$ cat src/rtl/updown_prescale_counter.sv
// Up/down modulo counter advanced by a clock-enable prescaler.
// Supports a synchronous load and wrap or saturate at the boundaries, with a one-cycle terminal-count pulse.
module updown_prescale_counter #(
  parameter int WIDTH  = 4,
  parameter int DIV    = 1,
  parameter int MODMAX = (2**WIDTH) - 1
) (
  input  logic             clk,
  input  logic             rst,
  input  logic             en,
  input  logic             dir,
  input  logic             sat,
  input  logic             load,
  input  logic [WIDTH-1:0] load_val,
  output logic [WIDTH-1:0] out,
  output logic             tick,
  output logic             tc
);

  localparam int               PW    = (DIV > 1) ? $clog2(DIV) : 1;
  localparam logic [PW-1:0]    PMAX  = PW'(DIV - 1);
  localparam logic [WIDTH-1:0] W_MAX = WIDTH'(MODMAX);
  localparam logic [WIDTH-1:0] W_ONE = WIDTH'(1);
  localparam logic [PW-1:0]    P_ONE = PW'(1);

  logic [PW-1:0]    r_presc;
  logic [WIDTH-1:0] r_out;
  logic             r_tc;
  logic             w_tick;
  logic [WIDTH-1:0] w_load;

  assign w_tick = en && (r_presc == PMAX);
  assign w_load = (load_val > W_MAX) ? W_MAX : load_val;

  always_ff @(posedge clk or posedge rst) begin
    if (rst)
      r_presc <= '0;
    else if (load)
      r_presc <= '0;
    else if (en)
      r_presc <= (r_presc == PMAX) ? '0 : r_presc + P_ONE;
  end

  // Boundary steps raise tc whether they wrap or saturate.
  always_ff @(posedge clk or posedge rst) begin
    if (rst) begin
      r_out <= '0;
      r_tc  <= 1'b0;
    end else if (load) begin
      r_out <= w_load;
      r_tc  <= 1'b0;
    end else if (w_tick) begin
      if (dir) begin
        if (r_out == W_MAX) begin
          r_out <= sat ? W_MAX : '0;
          r_tc  <= 1'b1;
        end else begin
          r_out <= r_out + W_ONE;
          r_tc  <= 1'b0;
        end
      end else begin
        if (r_out == '0) begin
          r_out <= sat ? '0 : W_MAX;
          r_tc  <= 1'b1;
        end else begin
          r_out <= r_out - W_ONE;
          r_tc  <= 1'b0;
        end
      end
    end else begin
      r_tc <= 1'b0;
    end
  end

  assign out  = r_out;
  assign tick = w_tick;
  assign tc   = r_tc;

endmodule

$ cat config.mk
export PLATFORM = sky130hd
export DESIGN_NAME = updown_prescale_counter
export DESIGN_NICKNAME = d
export VERILOG_FILES = /design/src/rtl/updown_prescale_counter.sv
export SDC_FILE = /design/constraint.sdc
export NUM_CORES = 1
export LEC_CHECK = 0
export CORE_MARGIN = 2
export CORE_UTILIZATION = 36
export DETAILED_ROUTE_END_ITERATION = 12
export PLACE_DENSITY = 0.65
export SYNTH_ARGS = -nofsm -noshare
export SYNTH_HDL_FRONTEND = slang
export SYNTH_SLANG_ARGS = --single-unit
$ cat constraint.sdc
create_clock -name clk -period 2.95 [get_ports clk]
set_input_delay 0.59 -clock clk [delete_from_list [all_inputs] [get_ports clk]]
set_output_delay 0.59 -clock clk [all_outputs]
set_load 0.01 [all_outputs]
==> results.sh, run 1 <==
export IMPL_drtAntennaViolNets=0
export IMPL_tightest_slew_ns=0.370
export IMPL_num_nets_final=86
export IMPL_synthCells=59
export IMPL_syn_avg_cell_area_um2=8.10
export IMPL_final_cells=88
export IMPL_root_buffer="clkbuf_4"
export IMPL_rsz0062_at_grt="no"
export IMPL_synth_cell_types=31
export IMPL_final_cell_mix="clkdlybuf4s50_1, nand2_1, a21oi_1"
export IMPL_powerDensity_nw_per_um2=411
export IMPL_antenna_found_initial=0
export IMPL_ctsResizeCount=0
export IMPL_ys_seq_area_share_pct=26.2
export IMPL_synth_area_um2=478
export IMPL_p_leak_nw=0.257
export IMPL_cts_htree_levels=1
export IMPL_synth_nets=71
export IMPL_grt_usage_pct=17.3
export IMPL_cts_tree="built"
export IMPL_final_area_um2=641
export IMPL_synth_warnings=0
export IMPL_grt_overflow=0
export IMPL_syn_to_final_growth_pct=34.0
export IMPL_cts_hold_buffers=0
export IMPL_cp_required_ns=2.36
export IMPL_worst_setup_path_end_kind="output pin"
export IMPL_final_layout_size_suffix_gt1_share_pct=9.59
export IMPL_rows=13
export IMPL_setup_violations_final=0
export IMPL_postCtsSetupRepairBufs=0
export IMPL_worstSkewPairLatency_ns=0.24
export IMPL_placed_cells=84
export IMPL_clock_fmax_mhz=424
export IMPL_start_util_pct=37.7
export IMPL_grt_start_max_net_pins=14
export IMPL_critPathKind="in -> out"
export IMPL_die_height_um=40.4
export IMPL_synth_seq_cells=5
export IMPL_peakVddDrop_uv=214
export IMPL_critPathLaunchType="input port"
export IMPL_drc=0
export IMPL_drv_slew=0
export IMPL_crit_buf_inv=2
export IMPL_cap_violations=0
export IMPL_grt_pass1_vias=417
export IMPL_ios=16
export IMPL_crit_top_cell="clkdlybuf4s50_1"
export IMPL_finalHoldViolCount=0
export IMPL_routabilityCongestion=0.821
export IMPL_dp_hpwl_um=851
export IMPL_outcome="finished clean"
export IMPL_grt_pass1_wl_mm=1.89
export IMPL_wl_per_cell_um=13.1
export IMPL_clock_path_buffers=2
export IMPL_avgViaCountPerCell=5.55
export IMPL_dr_pass1_iters=4
export IMPL_setup_tns_final_ns=0
export IMPL_numClockSinks=5
export IMPL_insertedDiodeCount=0
export IMPL_critical_path_max_stage_delay_ns=0.59
export IMPL_final_common_cell="clkdlybuf4s50_1"
export IMPL_cp_cell_sequence="clkdlybuf4s50_1 > clkdlybuf4s50_1"
export IMPL_worstPathArrival_ns=1.77
export IMPL_core_um2=1270
export IMPL_cts_buffers_inserted=3
export IMPL_die_w_um=40.4
export IMPL_clk_pin_slew_ns=0.05
export IMPL_cpLargestDelayFamily="buffers and inverters"
export IMPL_die_area_um2=1630
export IMPL_cp_max_fo=8
export IMPL_period_needed_ns=2.36
export IMPL_hold_class="in -> async"
export IMPL_finalCritPeriodShare_pct=79.9
export IMPL_slew_headroom_pct=75.3
export IMPL_drt_wl_total_mm=1.15
export IMPL_vias=488
export IMPL_clock_skew_ns=0.000827
export IMPL_port_buffers=15
export IMPL_drt_iter0_drc=15
export IMPL_place_area_um2=614
export IMPL_slowest_stage="clkdlybuf4s50_1"
## cell type report
class	instances	area, um2
multi-input cells	45	305
flip-flops and latches	5	125
repair buffers	15	150
well taps	15	18.8
fillers	137	628
clock buffers	4	26.3
inverters	4	15.0
## synthesized netlist by cell type
library cell / count / share of area [%]
and2b_1: 1 / 1.6
nand4b_1: 1 / 1.8
a211oi_1: 4 / 6.3
nor2_1: 2 / 1.6
ha_1: 2 / 5.2
a41o_1: 1 / 2.1
or3b_2: 1 / 1.8
nor2b_1: 3 / 3.9
inv_1: 4 / 3.1
o221a_2: 1 / 2.4
a21oi_1: 6 / 6.3
o31ai_1: 1 / 1.6
buf_2: 2 / 2.1
a311oi_1: 1 / 1.8
nand2_1: 6 / 4.7
buf_4: 1 / 1.6
o32ai_1: 1 / 1.8
buf_6: 1 / 2.4
nor3b_1: 1 / 1.6
dfrtp_1: 5 / 26
and2_1: 1 / 1.3
or4b_4: 1 / 2.9
a221oi_1: 1 / 1.8
o31a_1: 1 / 1.8
buf_1: 1 / 0.78
o2111ai_1: 1 / 1.8
nand2b_1: 2 / 2.6
or2_2: 1 / 1.3
nand4_1: 1 / 1.3
a31oi_1: 1 / 1.3
o21ai_0: 3 / 3.1
## routing by layer
layer	vias to the layer above	wire length, um	global-route usage [%]
met3	0	68	1.67
met2	15	539	28.2
met1	223	541	24.1
li1	250	-	-
met5	-	0	0
met4	0	0	5.00
## through the flow
step	utilization, %	setup slack [ns]	hold slack [ns]	total power [mW]
final	50.5	0.594	0.546	0.263
after global routing	50.5	0.521	0.584	0.281
after CTS	50.5	0.593	0.548	0.266
after detailed placement	48.4	0.594	0.713	0.184
after global placement	48.4	0.597	0.734	0.184
after floorplan	-	1.15	0.369	0.149
## power by group
group	leakage [nW]	internal [mW]	total [mW]	switching, mW
combinational	0.182	0.0507	0.0903	0.0396
clock	0.0150	0.0512	0.0799	0.0287
sequential	0.0599	0.0756	0.0929	0.0174
total	0.257	0.177	0.263	0.0857
## flip-flops by register name (all words and copies together), names as in the netlist
signal,count
out,4
tc,1
## logic make-up (layout without fill, tap and decap cells)
| kind of cell | Yosys count | count (layout) | share of synthesized area (%) |
|---|---|---|---|
| adder cells (fa/ha/maj) | 2 | 2 | 5.23 |
| buffers and inverters | 9 | 23 | 9.95 |
| flip-flops | 5 | 5 | 26.2 |
| AO/OA/AOI/OAI | 22 | 22 | 32.2 |
| AND/OR/NAND/NOR | 21 | 21 | 26.4 |
## worst paths after layout
| path | from | end | slack (ns) | depth (start not counted) |
|---|---|---|---|---|
| max | en | tick | 0.59 | 2 |
| min reg2reg | out[0] | out[0] | 0.72 | 2 |
| min | rst | out[2] | 0.55 | 2 |
| max in group asynchronous | rst | out[0] | 2.23 | 2 |
| max reg2reg | out[0] | out[1] | 1.00 | 6 |
| min in group clk | out[0] | out[0] | 0.72 | 2 |
No activity file was read; power rests on OpenSTA's default activity.
==> inputs of run 2 (changes only) <==
--- a/config.mk
+++ b/config.mk
@@ -8,7 +8,7 @@
 export CORE_MARGIN = 2
 export CORE_UTILIZATION = 36
 export DETAILED_ROUTE_END_ITERATION = 12
-export PLACE_DENSITY = 0.65
+export PLACE_DENSITY = 0.68
 export SYNTH_ARGS = -nofsm -noshare
 export SYNTH_HDL_FRONTEND = slang
 export SYNTH_SLANG_ARGS = --single-unit
==> constraint.sdc (replaced) <==
create_clock -name clk -period 2.1 [get_ports clk]
set_input_delay 0.42 -clock clk [delete_from_list [all_inputs] [get_ports clk]]
set_output_delay 0.42 -clock clk [all_outputs]
set_load 0.01 [all_outputs]
==> results.sh, run 2 (synthesis gave the netlist of run 1 again) <==
export IMPL_clock_path_buffers=2
export IMPL_grt_usage_pct=19.8
export IMPL_insertedDiodeCount=0
export IMPL_path_depth=2
export IMPL_slowest_stage="clkdlybuf4s50_1"
export IMPL_drt_iter0_drc=10
export IMPL_routabilityCongestion=0.796
export IMPL_clock_skew_ns=0.00568
export IMPL_powerDensity_nw_per_um2=559
export IMPL_cp_required_ns=1.68
export IMPL_placed_cells=89
export IMPL_grt_overflow=0
export IMPL_rsz0062_at_grt="no"
export IMPL_reg2reg_slack_ns=0.29
export IMPL_cts_hold_buffers=0
export IMPL_critPathLaunchType="input port"
export IMPL_drv_slew=0
export IMPL_cts_buffers_inserted=3
export IMPL_drt_wl_total_mm=1.17
export IMPL_dp_hpwl_um=900
export IMPL_postCtsSetupRepairBufs=0
export IMPL_final_layout_size_suffix_gt1_share_pct=15.4
export IMPL_syn_to_final_growth_pct=41.9
export IMPL_tightest_slew_ns=0.374
export IMPL_p_leak_nw=0.281
export IMPL_setup_tns_final_ns=0
export IMPL_peakVddDrop_uv=361
export IMPL_clk_pin_slew_ns=0.05
export IMPL_core_um2=1270
export IMPL_drc=0
export IMPL_drtAntennaViolNets=0
export IMPL_num_nets_final=91
export IMPL_worstSkewPairLatency_ns=0.24
export IMPL_finalCritPeriodShare_pct=91.7
export IMPL_place_area_um2=652
export IMPL_largest_reg_flops=4
export IMPL_critPathKind="in -> out"
export IMPL_cp_max_fo=3
export IMPL_vias=512
export IMPL_grt_pass1_wl_mm=2.07
export IMPL_dr_pass1_iters=4
export IMPL_crit_buf_inv=2
export IMPL_outcome="finished clean"
export IMPL_worstPathArrival_ns=1.51
export IMPL_ctsResizeCount=0
export IMPL_cts_tree="built"
export IMPL_crit_top_cell="clkdlybuf4s50_1"
export IMPL_cts_htree_levels=1
export IMPL_port_buffers=15
export IMPL_fillers=129
export IMPL_rows=13
export IMPL_grt_start_max_net_pins=14
export IMPL_fin_util_pct=53.5
export IMPL_die_w_um=40.4
export IMPL_final_cell_mix="clkdlybuf4s50_1, nand2_1, a21oi_1"
export IMPL_setup_violations_final=0
export IMPL_ios=16
export IMPL_numClockSinks=5
export IMPL_cap_violations=0
export IMPL_start_util_pct=37.7
export IMPL_wl_per_cell_um=12.6
export IMPL_antenna_found_initial=0
export IMPL_root_buffer="clkbuf_4"
export IMPL_final_cells=93
export IMPL_avgViaCountPerCell=5.51
export IMPL_worstRegToRegCells=6
export IMPL_critical_path_max_stage_delay_ns=0.55
export IMPL_grt_pass1_vias=491
export IMPL_final_area_um2=678
export IMPL_slew_headroom_pct=75.1
export IMPL_period_needed_ns=1.93
export IMPL_total_power_uw=379
export IMPL_die_height_um=40.4
export IMPL_final_common_cell="clkdlybuf4s50_1"
export IMPL_die_area_um2=1630
export IMPL_finalHoldViolCount=0
export IMPL_clock_fmax_mhz=519
export IMPL_cpLargestDelayFamily="buffers and inverters"
export IMPL_worst_setup_path_end_kind="output pin"
export IMPL_hold_class="in -> async"
export IMPL_cp_cell_sequence="clkdlybuf4s50_1 > clkdlybuf4s50_1"
-- run 2: changes by cell type in the layout (fill, tap and decap cells not counted), sizes merged --
cell	previous run	this run
buf	0	5
-- run 2: path summary, 6_finish.rpt --
kind | endpoint | startpoint
max | tick | en
min | out[0] | rst
max reg2reg | out[1] | out[1]
min reg2reg | out[1] | out[1]
max in group asynchronous | out[1] | rst
min in group clk | out[1] | out[1]
-- run 2: area by class of cell --
cell class / instances / area (um2) / area share [%]
Inverter: 4 / 15.0 / 2.21
Timing Repair Buffer: 20 / 188 / 27.7
Multi-Input combinational cell: 45 / 305 / 45.0
Sequential cell: 5 / 125 / 18.5
Clock buffer: 4 / 26.3 / 3.87
Tap cell: 15 / 18.8 / 2.77
-- run 2: metrics by stage --
step,hold WS (ns),worst slack [ns]
final,0.382,0.175
after global routing,0.415,0.159
after CTS,0.388,0.186
after detailed placement,0.632,0.0624
after global placement,0.617,0.128
after floorplan,0.199,0.300
-- run 2: routing by layer --
| layer | vias up | share of wire (%) | track usage (%) |
|---|---|---|---|
| met1 | 236 | 44 | 21.9 |
| met3 | 2 | 7.0 | 10.0 |
| met5 | - | 0 | 0 |
| li1 | 258 | - | - |
| met4 | 0 | 1.7 | 5.00 |
| met2 | 16 | 47 | 33.3 |
-- run 2: where the power goes --
part / internal, mW / total [mW] / switching [mW]
Sequential: 0.106 / 0.125 / 0.0182
Combinational: 0.0802 / 0.143 / 0.0628
Clock: 0.0719 / 0.111 / 0.0395
Total: 0.258 / 0.379 / 0.121
==> inputs of run 3 (changes only) <==
--- a/config.mk
+++ b/config.mk
@@ -8,6 +8,7 @@
 export CORE_MARGIN = 2
 export CORE_UTILIZATION = 36
 export DETAILED_ROUTE_END_ITERATION = 12
+export GPL_ROUTABILITY_DRIVEN = 0
 export PLACE_DENSITY = 0.68
 export SYNTH_ARGS = -nofsm -noshare
 export SYNTH_HDL_FRONTEND = slang
==> results of run 3 <==
The final DEF is identical to that of run 2; final timing and power are the same.
==> patch 1, RTL diff (flow settings as in run 2) <==
Reset style: synchronous (`rst`), changed in 2 clocked blocks.
--- a/src/rtl/updown_prescale_counter.sv
+++ b/src/rtl/updown_prescale_counter.sv
@@ -32,7 +32,7 @@
   assign w_tick = en && (r_presc == PMAX);
   assign w_load = (load_val > W_MAX) ? W_MAX : load_val;
 
-  always_ff @(posedge clk or posedge rst) begin
+  always_ff @(posedge clk) begin
     if (rst)
       r_presc <= '0;
     else if (load)
@@ -42,7 +42,7 @@
   end
 
   // Boundary steps raise tc whether they wrap or saturate.
-  always_ff @(posedge clk or posedge rst) begin
+  always_ff @(posedge clk) begin
     if (rst) begin
       r_out <= '0;
       r_tc  <= 1'b0;
Function: differs if rst is asserted again (counterexample within 4 cycles, from zero or initial values and one cycle with rst high); with rst held inactive, the same outputs for 10 cycles.
==> patch 1 against run 2 <==
Sequential cell count stayed put. Wire length grew 5.9%. Area after synthesis increased by 1.6%. Count of clock-buffer cells in the layout stayed put. Setup slack gained 0.059 ns. Total power fell by 9.0%. Largest power group is now registers. Design area decreased by 1.3%.
==> patch 1: results (changes against run 2) <==
Setup path
  • R2r endpoint: out[3] (was out[1])
  • Crit path arrival time: 1.45 ns (was 1.51 ns)
  • Origin of the critical flop-to-flop path: out[0] (was out[1])
  • Reg-to-reg setup timing slack: 0.39 ns (was 0.29 ns)

Status
  • Status: finished, final reports clean (unchanged)

Synthesis
  • Post-synthesis mux area share: 2.062% (was 0%)
  • Adder-cell share of the synthesized area: 5.155% (was 5.236%)
  • Synth Area in Compound Gates: 25.77% (was 32.20%)
  • Register area share after synthesis: 20.62% (was 26.18%)
  • Leading post-synthesis cells by cell area: dfxtp_1, a21oi_1, ha_1, nor3b_1, inv_1 (was dfrtp_1, a21oi_1, a211oi_1, ha_1, nand2_1)
  • Avg Inst Size Synth: 7.356 sq um (was 8.101 sq um)

Placed design
  • Final GP Congestion: 0.7764 (was 0.7961)
  • Post-Place Cell Area: 643.1 sq um (was 651.9 sq um)
  • Setup slack at placement: 0.2375 ns (was 0.06241 ns)

Global route
  • Total GRT Usage: 18.19% (was 19.82%)
  • Number of global-route vias before repair: 433 (was 491)
  • Largest net degree at the start of global routing: 13 (was 14)
  • GR Layer Usage met3: 9.783% (was 10.00%)
  • Met1 Use GR: 25.90% (was 21.85%)
  • Met2 usage: 23.02% (was 33.33%)

Pwr
  • Max VDD drop: 0.3188 mV (was 0.3609 mV)
  • Leakage power: 0.2570 nW (was 0.2806 nW)

Final layout
  • Fill count: 137 (was 129)

STA
  • Hold slack: 0.7040 ns (was 0.3822 ns)
  • Worst clock skew: 0.007735 ns (was 0.005679 ns)

Min path
  • Worst Hold Class: reg -> reg (was in -> async)

Drt
  • DRT Wirelength: 1242 um (was 1173 um)
  • Vias/cell: 5.612 (was 5.505)
  • Vias post-DR: 550 (was 512)
==> patch 1: layout make-up <==
cell class | count | area (sq um) | area share [%]
Multi-Input combinational cell | 51 | 332.8 | 49.72
Clock buffer | 4 | 26.28 | 3.925
Tap cell | 15 | 18.77 | 2.804
Inverter | 5 | 18.77 | 2.804
Timing Repair Buffer | 18 | 172.7 | 25.79
Sequential cell | 5 | 100.1 | 14.95
==> patch 1: where the power goes <==
group,total (W),switching (W),leakage (nW),internal [W]
logic,0.000111,0.0000491,0.201,0.0000621
clock network,0.000117,0.0000445,0.0150,0.0000722
registers,0.000117,0.0000147,0.0413,0.000102
total,0.000345,0.000108,0.257,0.000237
==> patch 1: layer usage <==
metal | vias up | share of wire (%) | wire length (um)
met5 | - | 0 | 0
met4 | 0 | 0.48 | 6
met3 | 3 | 11 | 132
met2 | 27 | 44 | 549
met1 | 246 | 45 | 554
li1 | 274 | - | -
==> patch 2, RTL diff (flow settings as in run 2) <==
Made on the original files. `WIDTH`: 4 -> 5.
--- a/src/rtl/updown_prescale_counter.sv
+++ b/src/rtl/updown_prescale_counter.sv
@@ -1,7 +1,7 @@
 // Up/down modulo counter advanced by a clock-enable prescaler.
 // Supports a synchronous load and wrap or saturate at the boundaries, with a one-cycle terminal-count pulse.
 module updown_prescale_counter #(
-  parameter int WIDTH  = 4,
+  parameter int WIDTH  = 5,
   parameter int DIV    = 1,
   parameter int MODMAX = (2**WIDTH) - 1
 ) (
Ports: changed (resized load_val and out); port bits go from 16 to 18. The function was not compared with the original's and may differ.
==> patch 2 against run 2 <==
Register-to-register slack got worse by 0.12 ns. Sequential cell count increased by 1. Wire length increased by 22%. Largest power group unchanged. Hold slack improved by 0.010 ns. Core utilization decreased by 1.7 points. Global-route usage decreased by 4.6 points. Maximum frequency decreased by 0.49%. Critical endpoint is now out[0]. Setup slack got worse by 0.0094 ns. Design area increased by 18%. Via count increased by 17%. Non-clock buffer count increased by 2. Area after synthesis increased by 25%. Largest cell class unchanged. Synthesized cell count increased by 25%. Critical path type is now reg -> reg. Total power increased by 8.6%.
==> patch 2: results (changes against run 2) <==
Drt
  • DRT Wirelength: 1430 um (was 1173 um)
  • Post-Route M1 WL: 681 um (was 516 um)
  • DRT iter0 DRCs: 9 (was 10)
  • Routed wl met3: 83 um (was 82 um)

Global route
  • First-pass GRT wire length: 2256 um (was 2070 um)
  • Number of global-route vias before repair: 549 (was 491)
  • Total GRT Usage: 15.23% (was 19.82%)

Setup path
  • R2r endpoint: out[0] (was out[1])
  • Crit path arrival time: 2.06 ns (was 1.51 ns)
  • Slowest-stage cell, CP: or4b_4 (was clkdlybuf4s50_1)
  • Crit Path Max Fanout: 6 (was 3)
  • Max stage delay on crit path: 0.53 ns (was 0.55 ns)

Synthesis
  • Syn nets: 88 (was 71)
  • Leading post-synthesis cells by cell area: dfrtp_1, ha_1, a21oi_1, nand2b_1, nor2_1 (was dfrtp_1, a21oi_1, a211oi_1, ha_1, nand2_1)
  • Register area share after synthesis: 25.05% (was 26.18%)
  • Yosys cell types: 34 (was 31)

Placed design
  • Post-Place Cell Area: 774.5 sq um (was 651.9 sq um)
  • Final GP Congestion: 0.7886 (was 0.7961)
  • Hpwl dp: 1151 um (was 899.7 um)
  • PortBufs: 17 (was 15)

Pwr
  • Max VDD drop: 0.3817 mV (was 0.3609 mV)
  • Leakage power: 0.3355 nW (was 0.2806 nW)

Final layout
  • Fin nets: 107 (was 91)
  • Max FFs per register: 5 (was 4)
  • Layout cell share with drive strength beyond 1: 12.09% (was 15.38%)

STA
  • Worst clock skew: 0.002420 ns (was 0.005679 ns)
  • Slew margin rel.: 72.96% (was 75.10%)

Status
  • Status: finished, final reports clean (unchanged)
==> patch 2: cell types whose count changed in the layout (fill, tap and decap cells not counted), sizes merged, moves of 2 or more <==
cell	run 2	this run
a211oi	4	1
clkdlybuf4s50	15	17
nor2	2	7
nand2	6	2
nand3	0	2
nor3	0	2
nand2b	2	5
nor3b	1	3
==> patch 2: per-stage QoR <==
stage / hold WS (ns) / setup slack (ns) / std cells / total power [W]
after floorplan: 0.2110 / 0.1769 / 74 / 0.0002465
after global placement: 0.6495 / 0.2302 / 104 / 0.0003082
after detailed placement: 0.6549 / 0.1771 / 104 / 0.0003089
after CTS: 0.3949 / 0.1665 / 107 / 0.0004153
after global routing: 0.4182 / 0.03753 / 107 / 0.0004405
final: 0.3926 / 0.1654 / 107 / 0.0004115
==> patch 2: worst max-delay path by stage <==
stage | from | to | cells after the start | slack [ns]
floorplan | out[0] | out[0] | 7 | 0.18
global placement | out[0] | out[0] | 6 | 0.23
detailed placement | out[0] | out[0] | 6 | 0.18
CTS | out[0] | out[0] | 6 | 0.17
global route | out[0] | out[0] | 7 | 0.04
finish | out[0] | out[0] | 6 | 0.17
==> patch 2: cell families after synthesis <==
family / synth area share, %
AOI/OAI and AO/OA: 26.30
xor gates and xnor gates: 2.923
adders and majority gates: 6.264
buffers and inverters: 11.27
DFF: 25.05
muxes: 1.670
and+or+nand+nor: 26.51
==> patch 2: cell type report <==
type / count / area [sq um] / area share [%]
Clock buffer: 3 / 22.52 / 2.826
Inverter: 4 / 15.01 / 1.884
Multi-Input combinational cell: 56 / 381.6 / 47.88
Sequential cell: 6 / 150.1 / 18.84
Tap cell: 16 / 20.02 / 2.512
Timing Repair Buffer: 22 / 207.7 / 26.06
==> patch 2: report_power, final <==
group	switching [W]	leakage, nW	internal, W
sequential	0.0000201	0.0719	0.000127
combinational	0.0000703	0.250	0.0000904
clock	0.0000388	0.0138	0.0000644
==> patch 2: per-layer routing <==
layer	track usage (%)	up-vias
li1	-	298
met1	20.83	276
met2	23.19	22
met3	5.600	2
met4	2.941	0
met5	0	-
